`config.mk`:
```
export PLATFORM = sky130hd
export DESIGN_NAME = countdown_timer
export DESIGN_NICKNAME = d
export VERILOG_FILES = /design/src/rtl/timer_pkg.sv /design/src/rtl/bcd_digit_down.sv /design/src/rtl/countdown_timer.sv
export SDC_FILE = /design/constraint.sdc
export NUM_CORES = 1
export LEC_CHECK = 0
export CORE_MARGIN = 4
export CORE_UTILIZATION = 35
export DETAILED_ROUTE_END_ITERATION = 16
export GPL_ROUTABILITY_DRIVEN = 0
export PLACE_DENSITY = 0.68
export REMOVE_ABC_BUFFERS = 1
export SKIP_CTS_REPAIR_TIMING = 1
export SLEW_MARGIN = 40
export SYNTH_ARGS = -nofsm -noshare
export SYNTH_HDL_FRONTEND = slang
export SYNTH_SLANG_ARGS = --single-unit
```
`constraint.sdc`:
```
create_clock -name clk -period 4.17 [get_ports clk]
set_input_delay 0.834 -clock clk [delete_from_list [all_inputs] [get_ports clk]]
set_output_delay 0.834 -clock clk [all_outputs]
set_load 0.05 [all_outputs]
```
`src/rtl/timer_pkg.sv`:
```
`default_nettype none
// ============================================================================
// Module      : timer_pkg
// Description : Shared types and constants for the countdown timer: FSM state
//               encoding, BCD digit limits and the zero-digit value.
// Revision    : 1.0 - initial release
// ============================================================================
package timer_pkg;

    typedef enum logic [1:0] {
        ST_IDLE    = 2'd0,
        ST_RUNNING = 2'd1,
        ST_PAUSED  = 2'd2,
        ST_DONE    = 2'd3
    } state_e;

    // Largest value of a units digit (sec_ones, keypad digit)
    localparam logic [3:0] C_ONES_MAX   = 4'd9;
    // Largest value of the tens-of-seconds digit
    localparam logic [3:0] C_TENS_MAX   = 4'd5;
    localparam logic [3:0] C_DIGIT_ZERO = 4'd0;

endpackage : timer_pkg
`default_nettype wire

```
`src/rtl/bcd_digit_down.sv`:
```
`default_nettype none
// ============================================================================
// Module      : bcd_digit_down
// Description : Combinational single-digit BCD down-counter stage. When the
//               decrement enable is high the digit drops by one; a digit at 0
//               wraps to DIGIT_MAX and raises borrow for the next stage.
// Ports       : digit_i  [3:0] current digit
//               dec_i          decrement enable
//               digit_o  [3:0] digit after optional decrement
//               borrow_o       high when the decrement wrapped from 0
// Revision    : 1.0 - initial release
// ============================================================================
module bcd_digit_down
    import timer_pkg::*;
#(
    parameter logic [3:0] DIGIT_MAX = 4'd9
) (
    input  logic [3:0] digit_i,
    input  logic       dec_i,
    output logic [3:0] digit_o,
    output logic       borrow_o
);

    always_comb begin
        digit_o  = digit_i;
        borrow_o = 1'b0;
        if (dec_i) begin
            if (digit_i == C_DIGIT_ZERO) begin
                digit_o  = DIGIT_MAX;
                borrow_o = 1'b1;
            end else begin
                digit_o  = digit_i - 4'd1;
            end
        end
    end

endmodule : bcd_digit_down
`default_nettype wire

```
`src/rtl/countdown_timer.sv`:
```
`default_nettype none
// ============================================================================
// Module      : countdown_timer
// Description : Kitchen-style M:SS countdown timer. Digits are entered from a
//               keypad (shift-left entry), then counted down once per
//               tick_1hz_i while running. A one-cycle done pulse marks 0:00.
// Ports       : clk, rst           clock, synchronous active-high reset
//               tick_1hz_i         one-cycle 1 Hz enable
//               key_valid_i        keypad strobe, key_digit_i [3:0] BCD digit
//               start_i/stop_i/clear_i  level-sampled controls
//               door_open_i        (DOOR_INTERLOCK_EN only) door interlock
//               min_o/sec_tens_o/sec_ones_o [3:0] BCD time digits
//               running_o, zero_o, done_pulse_o  status
// Config      : DOOR_INTERLOCK_EN - adds door_open_i; an open door pauses a
//               running count and blocks start.
// Revision    : 1.0 - initial release
// ============================================================================
module countdown_timer
    import timer_pkg::*;
#(
    parameter int MAX_MIN = 9
) (
    input  logic       clk,
    input  logic       rst,
    input  logic       tick_1hz_i,
    input  logic       key_valid_i,
    input  logic [3:0] key_digit_i,
    input  logic       start_i,
    input  logic       stop_i,
    input  logic       clear_i,
`ifdef DOOR_INTERLOCK_EN
    input  logic       door_open_i,
`endif
    output logic [3:0] min_o,
    output logic [3:0] sec_tens_o,
    output logic [3:0] sec_ones_o,
    output logic       running_o,
    output logic       zero_o,
    output logic       done_pulse_o
);

    localparam logic [3:0] C_MIN_MAX = 4'(MAX_MIN);

    state_e     state_q;
    logic [3:0] min_q;
    logic [3:0] tens_q;
    logic [3:0] ones_q;
    logic       done_q;

    logic [3:0] w_ones_dec;
    logic [3:0] w_tens_dec;
    logic [3:0] w_min_dec;
    logic       w_ones_borrow;
    logic       w_tens_borrow;
    logic       w_min_borrow;
    logic       w_zero;
    logic       w_dec_zero;
    logic       w_key_ok;
    logic       w_door;
    logic       w_start_ok;

    // Borrow chain: the ones stage always computes "time minus one second";
    // the FSM decides whether to commit it.
    bcd_digit_down #(.DIGIT_MAX(C_ONES_MAX)) u_ones (
        .digit_i  (ones_q),
        .dec_i    (1'b1),
        .digit_o  (w_ones_dec),
        .borrow_o (w_ones_borrow)
    );

    bcd_digit_down #(.DIGIT_MAX(C_TENS_MAX)) u_tens (
        .digit_i  (tens_q),
        .dec_i    (w_ones_borrow),
        .digit_o  (w_tens_dec),
        .borrow_o (w_tens_borrow)
    );

    bcd_digit_down #(.DIGIT_MAX(C_MIN_MAX)) u_min (
        .digit_i  (min_q),
        .dec_i    (w_tens_borrow),
        .digit_o  (w_min_dec),
        .borrow_o (w_min_borrow)
    );

`ifdef DOOR_INTERLOCK_EN
    assign w_door = door_open_i;
`else
    assign w_door = 1'b0;
`endif

    assign w_zero     = (min_q == C_DIGIT_ZERO) && (tens_q == C_DIGIT_ZERO) &&
                        (ones_q == C_DIGIT_ZERO);
    assign w_dec_zero = (w_min_dec == C_DIGIT_ZERO) && (w_tens_dec == C_DIGIT_ZERO) &&
                        (w_ones_dec == C_DIGIT_ZERO);

    // A key is accepted only if every digit stays in range after the shift:
    // current ones becomes tens, current tens becomes minutes.
    assign w_key_ok   = (key_digit_i <= C_ONES_MAX) && (ones_q <= C_TENS_MAX) &&
                        (tens_q <= C_MIN_MAX);

    assign w_start_ok = start_i && !w_zero && !w_door &&
                        ((state_q == ST_IDLE) || (state_q == ST_PAUSED));

    always_ff @(posedge clk) begin
        if (rst) begin
            state_q <= ST_IDLE;
            min_q   <= C_DIGIT_ZERO;
            tens_q  <= C_DIGIT_ZERO;
            ones_q  <= C_DIGIT_ZERO;
            done_q  <= 1'b0;
        end else begin
            done_q <= 1'b0;
            if (clear_i) begin
                state_q <= ST_IDLE;
                min_q   <= C_DIGIT_ZERO;
                tens_q  <= C_DIGIT_ZERO;
                ones_q  <= C_DIGIT_ZERO;
            end else if (w_door && (state_q == ST_RUNNING)) begin
                state_q <= ST_PAUSED;
            end else if (stop_i && (state_q == ST_RUNNING)) begin
                // Any tick in this cycle is dropped, not deferred.
                state_q <= ST_PAUSED;
            end else if (w_start_ok) begin
                state_q <= ST_RUNNING;
            end else if (tick_1hz_i && (state_q == ST_RUNNING) && !w_min_borrow) begin
                // The minute borrow can only fire when decrementing 0:00,
                // which never happens while running; it guards against wrap.
                min_q  <= w_min_dec;
                tens_q <= w_tens_dec;
                ones_q <= w_ones_dec;
                if (w_dec_zero) begin
                    state_q <= ST_DONE;
                    done_q  <= 1'b1;
                end
            end else if (key_valid_i && (state_q == ST_IDLE) && w_key_ok) begin
                min_q  <= tens_q;
                tens_q <= ones_q;
                ones_q <= key_digit_i;
            end
        end
    end

    assign min_o        = min_q;
    assign sec_tens_o   = tens_q;
    assign sec_ones_o   = ones_q;
    assign running_o    = (state_q == ST_RUNNING);
    assign zero_o       = w_zero;
    assign done_pulse_o = done_q;

endmodule : countdown_timer
`default_nettype wire

```
-- Word level (Yosys, flattened, before mapping)
Cells that the tools add are included.
- register bits after elaboration: 15
- bits of input ports: 11
- output and inout port bits: 15
- logic and storage cells: 72
- magnitude comparators: 3
- reduce and logical (&&, ||, !) cells: 34
- equality and inequality tests: 2
- multiplexer cells: 21
- bitwise operators: 3
- $add $sub $neg: 3
- operator list (cell ; number):
    4-bit two-way mux ; 11
    4-bit logical NOT ; 6
    1-bit logical AND ; 13
    4-bit by 1-bit subtractor with 4-bit output, second input constant ; 3
    4-bit less-or-equal comparator, second input constant ; 2
    2-bit two-way mux ; 4
    1-bit two-way mux ; 6
    2-bit nonzero test ; 3
    3-bit nonzero test ; 2
    5-bit OR reduction ; 1
    4-bit by 3-bit less-or-equal comparator with 1-bit output, second input constant ; 1
    2-bit AND reduction ; 2
    1-bit inverter ; 3
    3-bit AND reduction ; 1
    3-bit OR reduction ; 1
    2-bit by 1-bit equality test with 1-bit output, second input constant ; 1
    2-bit equality test, second input constant ; 1
    1-bit logical NOT ; 2
    2-bit logical NOT ; 1
    2-bit OR reduction ; 1
    1-bit logical OR ; 1

-- Logic depth before layout (Yosys ltp)
Gate-level depths: netlist of run 1.
- depth after elaboration: 11
- gate-level depth with buffers: 8
- mapped depth without buffers: 6

-- By module
A second synthesis of run 1 with hierarchy kept.
- cell total of the unflattened synthesis: 120
- area, all modules: 1058.5 um2
- by module, submodules not included (module ; sequential area each (um2) ; area each (um2) ; times used ; cells each):
    countdown_timer ; 300.3 ; 842.1 ; 1 ; 89
    bcd_digit_down (u_min ...) ; 0.0 ; 78.8 ; 2 ; 11
    bcd_digit_down (u_tens) ; 0.0 ; 58.8 ; 1 ; 9

-- Least setup slack after synthesis of run 1
Ideal clock, no wire load.
- kind: flip-flop to output port
- start: register ones_q[2] (netlist: sec_ones_o[2])
- end: output port zero_o
- buffers on the path: 1
- stages on the path, launching flop included: 6
- slack: 1661 ps
- required time: 3336 ps
- arrival: 1675 ps
- path through: dfxtp_1 -> buf_2 -> or3_4 -> nor3_4 -> nand2_1 -> inv_1
- longest elaborated chain between the ends: 2
- RTL lines (what ; line ; source):
    from (decl) ; countdown_timer.sv:47 ; logic [3:0] ones_q;
    from (signal assigned) ; countdown_timer.sv:130 ; ones_q <= w_ones_dec;
    from (signal assigned) ; countdown_timer.sv:138 ; ones_q <= key_digit_i;
    4-bit logical NOT ; countdown_timer.sv:92 ; (ones_q == C_DIGIT_ZERO);
    1-bit logical AND ; countdown_timer.sv:91 ; assign w_zero = (min_q == C_DIGIT_ZERO) && (tens_q == C_DIGIT_ZERO) &&
    to (decl) ; countdown_timer.sv:38 ; output logic zero_o,
Every way passes these cells.

-- Final worst setup path of run 1
- start: register ones_q[1] (netlist: sec_ones_o[1])
- end: output port zero_o
Same word-level chain as after synthesis.

==> results.txt, run 1 <==
Chip height -> 62.4 um
Antenna violations before repair -> 0
Num rows -> 19
Min-Delay Path Class -> reg2reg
Post-Synthesis Cells -> 130
Post-DP HPWL -> 1.91 mm
RSZ-0062 raised after global routing -> false
Core Area -> 0.00278 mm^2
Post-synth EDFFs -> 0
Tcrit/Tclk final -> 76.7%
Peak Freq -> 313 MHz
Status -> finished, final reports clean
Slew HR -> 64.4%
Leading area contributor after synthesis -> dfxtp_1
P_int -> 0.218 mW
ANT nets after route -> 0
Clock Path Buffers -> 2
Setup slack after layout -> 0.972 ns
Seq/Total Area, Yosys -> 29.0%
Largest net degree at the start of global routing -> 15
CP startpoint kind -> flop
Synth warn -> 0
Sequential share of power -> 46.4%
Max VDD drop -> 0.000140 V
N_diodes -> 0
Sw frac -> 33.5%
Syn Area/Cell -> 7.96 um^2
Worst Skew -> 0.00787 ns
Vias in the first global route -> 986
Max Slew Vio Count -> 0
Root buffer cell -> clkbuf_4
Pwr dens -> 259 mW/mm^2
Final core utilization -> 45.5%
Layout cells sized above 1 -> 12.0%
Synth cell count leaders -> nand2_1 (17), nor2_1 (16), dfxtp_1 (15), a21oi_1 (12), o21ai_0 (9)
Grt total ovfl -> 0
Net load switching power -> 0.110 mW
Multi-input gate area -> 646 um^2
Cell Area, Synth -> 0.00103 mm^2
Worst-Margin Slew -> 0.534 ns
Data required time of the critical path -> 3.34 ns
Critical Path Fanout Max -> 11
Clk Latency, worst-skew pair -> 0.28 ns
PortBufs -> 25
GRT Total Usage -> 14.2%
Vias -> 1047
CTS tree -> done
CTS sink count -> 15
Yosys reg bits -> 15
Wire per inst -> 14.9 um
R2R Setup Slk -> 2.01 ns
Nets -> 162
Setup TNS Final -> 0 ns
Drc violations -> 0
Max Cap Viol -> 0
Primary FF master, synth -> dfxtp_1
Final min period -> 3.20 ns
Final Hold Viols -> 0
Area after DPL -> 0.00124 mm^2
TritonCTS Buffers -> 3
Global-route wire length before repair -> 4.64 mm
Ports -> 26
H-tree levels -> 1
Pwr Total -> 0.328 mW
Pre-CTS setup slack -> 1.31 ns
Iteration-0 DRC Markers -> 53
Design Area, Final -> 0.00126 mm^2
Leak Pwr -> 0.401 nW
Crit path DAT -> 2.36 ns
Share of the synthesized area in the top cell type -> 29.0%
Largest cells by area after synthesis -> dfxtp_1 (29%), nand2_1 (6.2%), a21oi_1 (5.8%)
Vias per std cell -> 5.78
Chip Width -> 62.4 um
FFs w/ async S/R, synth -> 0%
Critical path endpoint category -> output pin
Gate power share -> 27.6%
Setup-failing EPs final -> 0
Area growth syn-to-layout -> 22.2%
Synth unique cells -> 45
Starting density of the core -> 37.2%
Count leader, synth -> nand2_1
Routed wire length -> 2.70 mm
Register area -> 300 um^2
Fill count -> 286
Clock power frac -> 26.0%
Die Area -> 0.00389 mm^2
Clk slew on worst S/H paths -> 0.10 ns
Initial DRT Pass Iterations -> 4
Crit Path Category -> reg2out
-- power groups by stage --
stage	Combinational (mW)	Sequential, mW	Clock (mW)
2_1_floorplan	0.0526	0.162	0
3_3_place_gp	0.0888	0.155	0
3_5_place_dp	0.0891	0.155	0
4_1_cts	0.0901	0.152	0.0897
5_1_grt	0.0988	0.153	0.0980
6_report	0.0904	0.152	0.0851
-- worst max-delay path, stage by stage, from the launching register on --
cell	delay, ns
dfxtp_1	0.42
or3_4	0.44
nor3_4	0.21
nand2_1	0.11
inv_1	0.09
clkdlybuf4s50_1	0.80
-- logic make-up after synthesis --
logic type	after synthesis	synth area share, %
AOI/OAI and AO/OA	43	30.1
DFF	15	29.0
buffers and inverters	10	8.58
and+or+nand+nor	62	32.3
-- path summary, 6_finish.rpt --
check | cells past startpoint | end | start
max | 5 | zero_o | sec_ones_o[1]$_SDFFE_PP0P_
max reg2reg | 6 | sec_tens_o[0]$_SDFFE_PP0P_ | sec_ones_o[1]$_SDFFE_PP0P_
min reg2reg | 2 | min_o[3]$_SDFFE_PP0P_ | min_o[3]$_SDFFE_PP0P_
min | 2 | min_o[3]$_SDFFE_PP0P_ | min_o[3]$_SDFFE_PP0P_
-- layout by cell type, fill, tap and decap left out, types with 2 or more instances in the layout --
master,netlist,routed
clkbuf_4,0,3
or3_1,2,2
dfxtp_1,15,15
a21oi_1,12,12
nor2_1,16,16
o211ai_1,3,3
nor3_1,2,2
a32o_1,3,3
nand2_1,17,17
clkdlybuf4s50_1,0,25
a21oi_2,2,2
and3_2,2,2
a31oi_1,2,2
nor4b_1,2,2
nand3_1,6,6
o21ai_0,9,9
a311oi_2,2,2
-- final cells by class --
| class | count | share of cell area [%] |
|---|---|---|
| inverter | 1 | 0.297 |
| clock buffer | 4 | 2.08 |
| multi-input combinational | 105 | 51.0 |
| tap | 31 | 3.07 |
| timing repair buffer | 25 | 19.8 |
| sequential | 15 | 23.7 |
-- flip-flops by register name, indices dropped and copies added (netlist names) --
register	cells
sec_tens_o	4
sec_ones_o	4
min_o	4
done_pulse_o	1
state_q	2
-- metrics by stage --
stage | std cells | hold WS, ns
finish | 181 | 0.530
CTS | 181 | 0.532
global route | 181 | 0.588
floorplan | 121 | 0.490
global placement | 177 | 0.501
detailed placement | 177 | 0.519
-- routing by layer --
metal | routed length, um | GRT usage, % | vias to the layer above
met5 | 0 | 0 | -
met4 | 37 | 6.90 | 0
met3 | 195 | 3.42 | 4
met2 | 1260 | 20.6 | 38
met1 | 1210 | 19.5 | 489
li1 | - | - | 516
(Power assumes the default switching activity.)
==> inputs of run 2 (changes only) <==
- clock period: 4.17 -> 3.1 ns (I/O delays scaled with it)
==> run 2 against run 1 <==
Compared with the run above:
- worst hold slack got worse by 0.0099 ns
- design area did not move
- non-clock buffer count did not move
- global-route usage fell by 0.37 points
- sequential power rose by 35%
- combinational power rose by 35%
- die area did not move
- worst setup slack got worse by 0.85 ns
- sequential share of layout area did not move
- clock power rose by 37%
- largest power group unchanged
- highest routed layer unchanged
==> results.txt, run 2 (same netlist as run 1, synthesis figures left out) <==
Critical path cell sequence -> or3_4 -> nor3_4 -> nand2_1 -> inv_1 -> clkdlybuf4s50_1
Routed wire length -> 2.64 mm (-2.2%)
Max Cap Viol -> 0 (unchanged)
Setup TNS Final -> 0 ns (unchanged)
Layout Cells excl Fill -> 181 (unchanged)
H-tree levels -> 1 (unchanged)
CTS sink count -> 15 (unchanged)
Multi-input gate area -> 646 um^2 (unchanged)
Die Area -> 0.00389 mm^2 (unchanged)
Largest net degree at the start of global routing -> 15 (unchanged)
Grt total ovfl -> 0 (unchanged)
Critical path endpoint category -> output pin
Placed cell count -> 177 (unchanged)
Vias per std cell -> 5.78 (about the same)
TritonCTS Buffers -> 3 (unchanged)
Slew HR -> 66.5% (+2.1 points)
Register area -> 300 um^2 (unchanged)
Worst Skew -> 0.00688 ns (-0.000991 ns)
Min-Delay Path Class -> reg2reg
Chip Width -> 62.4 um (unchanged)
ANT nets after route -> 0 (unchanged)
Crit path DAT -> 2.36 ns (about the same)
Worst Path Buf+Inv -> 2 (unchanged)
Final min period -> 2.98 ns
Most frequent cells in the layout -> clkdlybuf4s50_1 (25), nand2_1 (17), nor2_1 (16), dfxtp_1 (15), a21oi_1 (12)
Clk Latency, worst-skew pair -> 0.28 ns (about the same)
Tcrit/Tclk final -> 96.0%
RSZ-0062 raised after global routing -> false
Clk slew on worst S/H paths -> 0.10 ns (about the same)
Slowest Stage Delay on Critical Path -> 0.80 ns (about the same)
Global-route wire length before repair -> 4.62 mm (-0.58%)
Critical path's top delay family -> buffers and inverters
Starting density of the core -> 37.2% (unchanged)
Commonest non-fill, non-tap cell in the layout -> clkdlybuf4s50_1
Leak Pwr -> 0.401 nW (unchanged)
Vias in the first global route -> 936 (-5.1%)
Ports -> 26 (unchanged)
Antenna violations before repair -> 0 (unchanged)
Clock Path Buffers -> 2 (unchanged)
Critical Path Fanout Max -> 11 (unchanged)
Post-DP HPWL -> 1.89 mm (-0.90%)
Slowest CP cell -> clkdlybuf4s50_1
CP startpoint kind -> flop
CTS tree -> done
Data required time of the critical path -> 2.48 ns (-0.86 ns)
Root buffer cell -> clkbuf_4
Max VDD drop -> 0.000172 V (+23%)
Layout cells sized above 1 -> 12.0% (unchanged)
Iteration-0 DRC Markers -> 50 (-5.7%)
Fill count -> 289 (+1.0%)
Crit Path Category -> reg2out
Final Hold Viols -> 0 (unchanged)
Initial DRT Pass Iterations -> 4 (unchanged)
Core Area -> 0.00278 mm^2 (unchanged)
Max Slew Vio Count -> 0 (unchanged)
Nets -> 162 (unchanged)
Peak Freq -> 336 MHz
Chip height -> 62.4 um (unchanged)
Area growth syn-to-layout -> 22.2% (unchanged)
Worst-Margin Slew -> 0.501 ns (-0.0331 ns)
GRT Total Usage -> 13.8% (-0.37 points)
Wire per inst -> 14.6 um (-2.2%)
PortBufs -> 25 (unchanged)
Setup-failing EPs final -> 0 (unchanged)
Pwr dens -> 350 mW/mm^2 (+35%)
Drc violations -> 0 (unchanged)
Num rows -> 19 (unchanged)
Vias -> 1046 (-0.096%)
N_diodes -> 0 (unchanged)
Status -> finished, final reports clean
## run 2: cell counts in the layout (fill, tap and decap cells not counted)
Identical to the previous run, type by type.
## run 2: report_power, final
part	internal (mW)	switching, mW	total, mW
Sequential	0.196	0.00813	0.205
Clock	0.0499	0.0674	0.117
Combinational	0.0468	0.0747	0.122
## run 2: final timing paths
path | start | endpoint | slack (ns) | depth (start not counted)
setup / recovery | sec_ones_o[1]$_SDFFE_PP0P_ | zero_o | 0.12 | 5
hold / removal | min_o[3]$_SDFFE_PP0P_ | min_o[3]$_SDFFE_PP0P_ | 0.52 | 2
setup reg to reg | sec_ones_o[1]$_SDFFE_PP0P_ | sec_tens_o[0]$_SDFFE_PP0P_ | 0.94 | 6
hold reg to reg | min_o[3]$_SDFFE_PP0P_ | min_o[3]$_SDFFE_PP0P_ | 0.52 | 2
## run 2: tightest hold or removal path: stages (launching register included)
cell and delay (ns):
dfxtp_1 0.34, o21ai_0 0.08, a21oi_1 0.06
## run 2: through the flow
step	cell area, um^2	hold WS [ns]	setup WS [ns]	util (%)	total power [mW]
after floorplan	950	0.490	0.858	-	0.289
after global placement	1240	0.501	0.486	44.5	0.328
after detailed placement	1240	0.506	0.440	44.5	0.330
final	1260	0.520	0.124	45.5	0.443
after global routing	1260	0.576	0.00711	45.5	0.467
after CTS	1260	0.519	0.111	45.5	0.444
## run 2: metal layers
layer	vias to the layer above	part of all wire, %	GRT usage (%)
li1	519	-	-
met1	468	45	20.3
met2	55	45	20.6
met3	4	9.2	2.88
met4	0	0.95	3.18
met5	-	0	0
## run 2: layout make-up
cell class | count | share of cell area, %
multi-input cells | 105 | 51.0
well taps | 31 | 3.07
repair buffers | 25 | 19.8
clock buffers | 4 | 2.08
inverters | 1 | 0.297
flip-flops and latches | 15 | 23.7
